**src/rtl/ad2_scan_scheduler.sv**
```systemverilog
// ad2_scan_scheduler
// Round-robin conversion sequencer for the PmodAD2 (AD7991) I2C ADC.
// Every SCAN_DIV cycles it walks the enabled channels, requesting one
// conversion per sample, checks the returned channel ID and publishes a
// 12-bit result per channel.
// Optional feature macro: AD2_AVG_EN -- averages 2**AVG_LOG2 samples per
// channel per scan; without it one sample is taken and published directly.
module ad2_scan_scheduler #(
  parameter int SCAN_DIV = 100000,
  parameter int TIMEOUT  = 50000,
  parameter int AVG_LOG2 = 2
) (
  input  logic        clk,
  input  logic        rst,
  input  logic [3:0]  ch_enable,
  output logic        conv_req,
  output logic [7:0]  cfg_byte,
  input  logic        conv_done,
  input  logic [15:0] raw_data,
  output logic [11:0] ch0,
  output logic [11:0] ch1,
  output logic [11:0] ch2,
  output logic [11:0] ch3,
  output logic [3:0]  upd,
  output logic [1:0]  err,
  input  logic        err_clr
);

  typedef enum logic [1:0] {
    S_IDLE = 2'd0,
    S_REQ  = 2'd1,
    S_WAIT = 2'd2,
    S_ACC  = 2'd3
  } state_t;

  localparam int TMR_W = (SCAN_DIV > 1) ? $clog2(SCAN_DIV) : 1;
  localparam int TO_W  = (TIMEOUT > 1) ? $clog2(TIMEOUT) : 1;
  localparam logic [TMR_W-1:0] TMR_LAST = TMR_W'(SCAN_DIV - 1);
  localparam logic [TO_W-1:0]  TO_LAST  = TO_W'(TIMEOUT - 1);

  // Lowest set bit of m at or above position 'from'; bit 2 set = none found.
  function automatic logic [2:0] find_from(input logic [3:0] m, input logic [2:0] from);
    logic [2:0] res;
    res = 3'b100;
    for (int i = 3; i >= 0; i--) begin
      if (m[i] && (3'(i) >= from)) begin
        res = {1'b0, 2'(i)};
      end
    end
    return res;
  endfunction

  state_t           state_r, state_nxt_s;
  logic [TMR_W-1:0] timer_r;
  logic [TO_W-1:0]  to_cnt_r;
  logic [3:0]       mask_r;
  logic [1:0]       idx_r, idx_nxt_s;
  logic             abort_r;
  logic             wrap_s, start_s, done_ok_s, to_exp_s, last_s, finish_s;
  logic [2:0]       first_s, adv_s;
  logic [11:0]      pub_val_s;
  logic             conv_req_nxt_s;
  logic [7:0]       cfg_nxt_s;
  logic [3:0]       upd_nxt_s;
  logic [1:0]       err_set_s, err_nxt_s;
  logic             unused_s;

  assign wrap_s    = (timer_r == TMR_LAST);
  assign start_s   = (state_r == S_IDLE) && wrap_s;
  assign done_ok_s = conv_done && (raw_data[13:12] == idx_r);
  assign to_exp_s  = (to_cnt_r == TO_LAST);
  assign first_s   = find_from(ch_enable, 3'd0);
  assign adv_s     = find_from(mask_r, {1'b0, idx_r} + 3'd1);
  // An aborted sample or the last sample of a channel ends the channel.
  assign finish_s  = (state_r == S_ACC) && (abort_r || last_s);
  assign unused_s  = ^{raw_data[15:14], 32'(AVG_LOG2)};

`ifdef AD2_AVG_EN
  localparam int ACC_W = 12 + AVG_LOG2;
  localparam logic [4:0] LAST_CNT = 5'((1 << AVG_LOG2) - 1);

  logic [ACC_W-1:0] acc_r;
  logic [4:0]       cnt_r;

  assign last_s    = (cnt_r >= LAST_CNT);
  assign pub_val_s = 12'(acc_r >> AVG_LOG2);

  // Sample accumulator and per-channel sample counter
  always_ff @(posedge clk) begin
    if (rst) begin
      acc_r <= {ACC_W{1'b0}};
      cnt_r <= 5'd0;
    end else if (start_s || finish_s) begin
      acc_r <= {ACC_W{1'b0}};
      cnt_r <= 5'd0;
    end else if ((state_r == S_WAIT) && done_ok_s) begin
      acc_r <= acc_r + ACC_W'(raw_data[11:0]);
    end else if (state_r == S_ACC) begin
      cnt_r <= cnt_r + 5'd1;
    end
  end
`else
  logic [11:0] sample_r;

  assign last_s    = 1'b1;
  assign pub_val_s = sample_r;

  // Hold the accepted sample for publication in ACC
  always_ff @(posedge clk) begin
    if (rst) begin
      sample_r <= 12'd0;
    end else if ((state_r == S_WAIT) && done_ok_s) begin
      sample_r <= raw_data[11:0];
    end
  end
`endif

  // FSM state register
  always_ff @(posedge clk) begin
    if (rst) begin
      state_r <= S_IDLE;
    end else begin
      state_r <= state_nxt_s;
    end
  end

  // FSM next-state logic; aborts pass through ACC so the next request trails the error by a cycle
  always_comb begin
    state_nxt_s = state_r;
    case (state_r)
      S_IDLE: begin
        if (start_s && !first_s[2]) begin
          state_nxt_s = S_REQ;
        end else begin
          state_nxt_s = S_IDLE;
        end
      end
      S_REQ: state_nxt_s = S_WAIT;
      S_WAIT: begin
        if (conv_done || to_exp_s) begin
          state_nxt_s = S_ACC;
        end else begin
          state_nxt_s = S_WAIT;
        end
      end
      S_ACC: begin
        if (!finish_s || !adv_s[2]) begin
          state_nxt_s = S_REQ;
        end else begin
          state_nxt_s = S_IDLE;
        end
      end
      default: state_nxt_s = S_IDLE;
    endcase
  end

  // FSM output logic: next values of the registered outputs and channel index
  always_comb begin
    idx_nxt_s = idx_r;
    if (start_s) begin
      idx_nxt_s = first_s[1:0];
    end else if (finish_s && !adv_s[2]) begin
      idx_nxt_s = adv_s[1:0];
    end else begin
      idx_nxt_s = idx_r;
    end

    conv_req_nxt_s = (state_nxt_s == S_REQ);
    if (conv_req_nxt_s) begin
      cfg_nxt_s = {4'b0001 << idx_nxt_s, 4'b0000};
    end else begin
      cfg_nxt_s = cfg_byte;
    end

    if (finish_s && !abort_r) begin
      upd_nxt_s = 4'b0001 << idx_r;
    end else begin
      upd_nxt_s = 4'b0000;
    end

    err_set_s[1] = (state_r == S_WAIT) && conv_done && !done_ok_s;
    err_set_s[0] = (state_r == S_WAIT) && !conv_done && to_exp_s;
    err_nxt_s    = (err & ~{2{err_clr}}) | err_set_s;
  end

  // Scan timer, scan mask, channel index and per-request timeout tracking
  always_ff @(posedge clk) begin
    if (rst) begin
      timer_r  <= {TMR_W{1'b0}};
      mask_r   <= 4'b0000;
      idx_r    <= 2'd0;
      to_cnt_r <= {TO_W{1'b0}};
      abort_r  <= 1'b0;
    end else begin
      timer_r <= wrap_s ? {TMR_W{1'b0}} : timer_r + TMR_W'(1);
      if (start_s) begin
        mask_r <= ch_enable;
      end
      idx_r <= idx_nxt_s;
      if (state_r == S_REQ) begin
        to_cnt_r <= {TO_W{1'b0}};
      end else if (state_r == S_WAIT) begin
        to_cnt_r <= to_cnt_r + TO_W'(1);
      end
      if (state_r == S_WAIT) begin
        abort_r <= !done_ok_s;
      end
    end
  end

  // Registered outputs and per-channel result registers
  always_ff @(posedge clk) begin
    if (rst) begin
      conv_req <= 1'b0;
      cfg_byte <= 8'h00;
      upd      <= 4'b0000;
      err      <= 2'b00;
      ch0      <= 12'd0;
      ch1      <= 12'd0;
      ch2      <= 12'd0;
      ch3      <= 12'd0;
    end else begin
      conv_req <= conv_req_nxt_s;
      cfg_byte <= cfg_nxt_s;
      upd      <= upd_nxt_s;
      err      <= err_nxt_s;
      if (upd_nxt_s[0]) ch0 <= pub_val_s;
      if (upd_nxt_s[1]) ch1 <= pub_val_s;
      if (upd_nxt_s[2]) ch2 <= pub_val_s;
      if (upd_nxt_s[3]) ch3 <= pub_val_s;
    end
  end

endmodule

```
**config.mk**
```make
export PLATFORM = sky130hd
export DESIGN_NAME = ad2_scan_scheduler
export DESIGN_NICKNAME = d
export VERILOG_FILES = /design/src/rtl/ad2_scan_scheduler.sv
export SDC_FILE = /design/constraint.sdc
export NUM_CORES = 1
export LEC_CHECK = 0
export BUFFER_PORTS_ARGS = -buffer_cell sky130_fd_sc_hd__buf_4
export CORE_UTILIZATION = 40
export DETAILED_ROUTE_END_ITERATION = 16
export PLACE_DENSITY = 0.73
export SYNTH_ARGS = -nofsm -noshare
export SYNTH_HDL_FRONTEND = slang
export SYNTH_SLANG_ARGS = --single-unit
```
**constraint.sdc**
```tcl
create_clock -name clk -period 2.2 [get_ports clk]
set_input_delay 0.33 -clock clk [delete_from_list [all_inputs] [get_ports clk]]
set_output_delay 0.33 -clock clk [all_outputs]
set_load 0.02 [all_outputs]
```
[After elaboration in Yosys (flattened, before gate mapping)]
Index checks and enable logic that the tools add are counted.
Word-level totals
  register bits after elaboration: 113
  input bits: 24
  output and inout bits: 63
  logic and storage cells: 74
Cells by class
  add/subtract/negate cells: 3
  order comparisons: 4
  equal/unequal tests: 7
  shift-type cells: 2
  mux-type cells: 15
  bitwise logic cells: 3
  reduce and logical (&&, ||, !) cells: 25
Operators by type and width (number)
  $mux 3: 8
  $add 17x1->17 const B: 1
  $eq 17x17->1 const B: 1
  $add 16x1->16 const B: 1
  $eq 16x16->1 const B: 1
  $logic_and 1x1->1: 14
  $pmux 2 s4: 1
  $shl 1x2->4 const A: 2
  $ge 1x3->1 const A: 2
  $ge 2x3->1 const A: 2
  $logic_not 1->1: 6
  $eq 2x1->1 const B: 2
  $eq 2x2->1 const B: 2
  $mux 2: 2
  $mux 4: 1
  $reduce_or 2->1: 2
  $add 2x1->3 const B: 1
  $mux 1: 3
  $and 2x2->2: 1
  $eq 2x2->1: 1
  $logic_not 2->1: 1
  $logic_or 1x1->1: 2
  $not 2->2: 1
  $or 2x2->2: 1

[Depth between registers and ports, before layout]
  depth in word-level cells: 12
  depth in mapped cells: 8
  depth with buffers taken out: 7

[Least setup slack after synthesis]
OpenSTA, ideal clock, no wires.
  path kind: register to register
  start: register timer_r[6]
  end: register cfg_byte[4]
  setup time: 92 ps
  data arrival time: 1945 ps
  data required time: 2108 ps
  path slack: 162 ps
  cell stages (with the launch flop): 6
  path buffers: 0
  period minus slack after synthesis: 2038 ps
  cell sequence: dfxtp_1 -> or4_4 -> nor4_4 -> nand2_4 -> mux2_4 -> o32ai_1
On the way
  cells in the longest elaborated chain, start to end: 6
  elaborated cells on any way between the ends: 8
  those cells by class: eq/ne: 2; shift: 1; mux: 3; reduce/logical: 2
RTL lines
  from (decl): RTL line 54  | logic [TMR_W-1:0] timer_r;
  from (signal assigned): RTL line 189  | timer_r <= {TMR_W{1'b0}};
  from (signal assigned): RTL line 195  | timer_r <= wrap_s ? {TMR_W{1'b0}} : timer_r + TMR_W'(1);
  $eq 17x17->1 (*): RTL line 68  | assign wrap_s = (timer_r == TMR_LAST);
  $logic_and 1x1->1 (*): RTL line 69  | assign start_s = (state_r == S_IDLE) && wrap_s;
  $logic_and 1x1->1: RTL line 132  | if (start_s && !first_s[2]) begin
  $mux 1: RTL line 132
  $pmux 2 s4: RTL line 130  | case (state_r)
  $eq 2x1->1: RTL line 168  | conv_req_nxt_s = (state_nxt_s == S_REQ);
  to (signal assigned): RTL line 224  | cfg_byte <= cfg_nxt_s;
  to (decl): RTL line 17  | output logic [7:0] cfg_byte,
Mark *: on every way between the ends. The rest lies on a longest branch, timed or not.
A chain may end at the register's enable or synchronous reset.

[Worst setup path in the final report]
  start: register timer_r[14]
  end: register cfg_byte[4]
The elaborated chain is that of the path after synthesis.

==> metrics.yaml <==
power_density_nw_per_um2: 624
yosysTopAreaCellShare: 0.508
die_h_um: 107
slew_violations: 0
rsz0062_at_grt: "false"
cpPeakStageDelay_ps: 540
post_cts_resized: 0
final_area_sq_um: 5380
worstPathRequired_ps: 2470
wirelength_um: 9960
dieArea_sq_um: 11500
avgSynthCellArea_sq_um: 8.45
grt_pass1_wl_um: 16100
initial_utilization: 0.409
ys_types: 43
ys_top_cells_by_area: "dfxtp_1 (51%), nand2_1 (9.9%), a21oi_1 (6.2%)"
grt-ovfl-total: 0
grt_max_degree: 52
gp_congestion: 0.809
synth-seq-area-share: 0.508
grtUsageTotal: 0.178
core_sq_um: 10800
synth_seq_cells: 112
dr.pass1.iters: 4
antenna_found_initial: 0
rr_startpoint: "timer_r[14]"
fin_skew_ps: 10.8
slew_headroom: 0.620
timing.setup.tns_ps: 0
end_kind: "register"
cp_top_family: "simple AND/OR/NAND/NOR gates"
final_net_count: 631
vias: 3677
synth_common_cells: "nand2_1 (117), dfxtp_1 (112), nor2_1 (68), a21oi_1 (55), clkbuf_1 (22)"
yosysWarnings: 0
cap_violations: 0
critPathKind: "reg2reg"
syn_area_sq_um: 4420
cts_root_buf: "clkbuf_8"
worst_pin_slew_ps: 565
setup_viol_count_final: 0
cts_sinks: 112
place_ws_ps: 35.7
hpwl_um: 7280
hp-class: "in2reg"
startpoint_type: "register"
post_drt_wl_per_cell_um: 13.3
timing.final.crit_period_ps: 2120
drc: 0
cp_max_fo: 7
synth_largest_area_cell: "dfxtp_1"
cts_max_level: 3
clock_latency_ps: 370
finalHoldViolations: 0
grt_pass1_vias: 3374
synthArstFlopShare: 0
peakVddDrop_v: 0.000303
antenna_cells: 0
layout-drive-gt1-share: 0.193
startpoint: "timer_r[14]"
final_cells: 746
p_leak_nw: 2.05
dpl_cell_area_sq_um: 5170
path_buf_inv: 1
setup_ws_ps: 77.6
fin_crit_sh: 0.965
cp_slowest_cell: "or4_4"
fmax_mhz: 471
port_buffers: 80
cts_tree: "yes"
ant_nets: 0
status: "finished, final reports clean"
synth-main-ff-cell: "dfxtp_1"
cts-buffers-inserted: 9
drtIter0Drc: 209
synth_edf_count: 0
rows: 38
dp_cells: 728
min_from: "raw_data[6]"
ioPinCount: 87
crit_arrival_ps: 2400
die_w_um: 107
via_per_inst: 4.93
area_growth_pct: 21.8
cts_buffer_depth: 2
syn_inst: 523
clkTransAtPathRegs_ps: 100
total_power_w: 0.00336
yosysMostFrequentCell: "nand2_1"
worstPathCellList: "or4_4 -> nor4_4 -> buf_4 -> nand2_4 -> mux2_4 -> o32ai_1"
==> routing by layer <==
metal	vias to the layer above	part of all wire	GRT usage	routed length (um)
li1	1867	-	-	-
met1	1730	0.45	0.228	4450
met2	66	0.49	0.290	4840
met3	14	0.047	0.0389	466
met4	0	0.019	0.0744	194
met5	-	0	0	0
==> registers in the layout, indices dropped and copies added, names as in the netlist, 3 cells and up <==
name	count
pub_val_s	12
timer_r	17
ch0	12
mask_r	3
ch3	12
cfg_byte	4
to_cnt_r	16
ch1	12
ch2	12
upd	4
==> tightest hold or removal path, stage by stage <==
cell and delay, ps:
buf_4 80, mux2i_1 50, nor2_1 70
==> final cells by class <==
type | count | area (sq um)
sequential | 112 | 2240
multi-input combinational | 373 | 2020
inverter | 11 | 41.3
timing repair buffer | 94 | 706
fill | 1018 | 5410
tap | 140 | 175
clock buffer | 12 | 145
clock inverter | 4 | 52.6
==> cells in the final DEF (no fill, tap or decap), types with 5 or more instances in the layout <==
| cell type | instances |
|---|---|
| mux2i_1 | 15 |
| and3_1 | 6 |
| buf_4 | 94 |
| xor2_1 | 12 |
| inv_1 | 11 |
| nand2_1 | 117 |
| nor3_1 | 8 |
| nor2_1 | 68 |
| nand4_1 | 5 |
| clkbuf_8 | 10 |
| xnor2_1 | 19 |
| a21oi_1 | 55 |
| dfxtp_1 | 112 |
| ha_1 | 6 |
| nand3_1 | 18 |
==> cell families (layout without fill, tap and decap cells) <==
logic type | Yosys count | count (layout) | synth area share
buf+inv | 41 | 121 | 0.0385
xor+xnor | 31 | 31 | 0.0615
mux | 17 | 17 | 0.0408
compound gates | 70 | 70 | 0.0889
other cells | 1 | 4 | 0.000849
fa+ha+maj | 6 | 6 | 0.0170
flops | 112 | 112 | 0.508
simple gates | 245 | 245 | 0.245
==> worst paths after layout <==
path	end	slack [ps]	depth (start not counted)
worst min register to register	ch1[6]	460	2
worst max-delay path	cfg_byte[4]	80	6
worst min-delay path	pub_val_s[6]	190	3
worst max register to register	cfg_byte[4]	80	6
==> through the flow <==
step / utilization / hold WS (ps)
4_1_cts: 0.497 / 183
6_report: 0.498 / 189
2_1_floorplan: - / 430
3_3_place_gp: 0.479 / 440
3_5_place_dp: 0.479 / 450
5_1_grt: 0.498 / 186
==> where the power goes <==
part           internal, W  switching (W)  total (W)
combinational    0.0000347      0.0000541  0.0000888
sequential         0.00203     0.00000479    0.00204
clock             0.000564       0.000669    0.00123
==> what timing repair did <==
item	CTS	global route
hold buffers	0	0
setup endpoints to repair	0	4
setup buffers	0	2
Power figures use the tool's default switching activity.
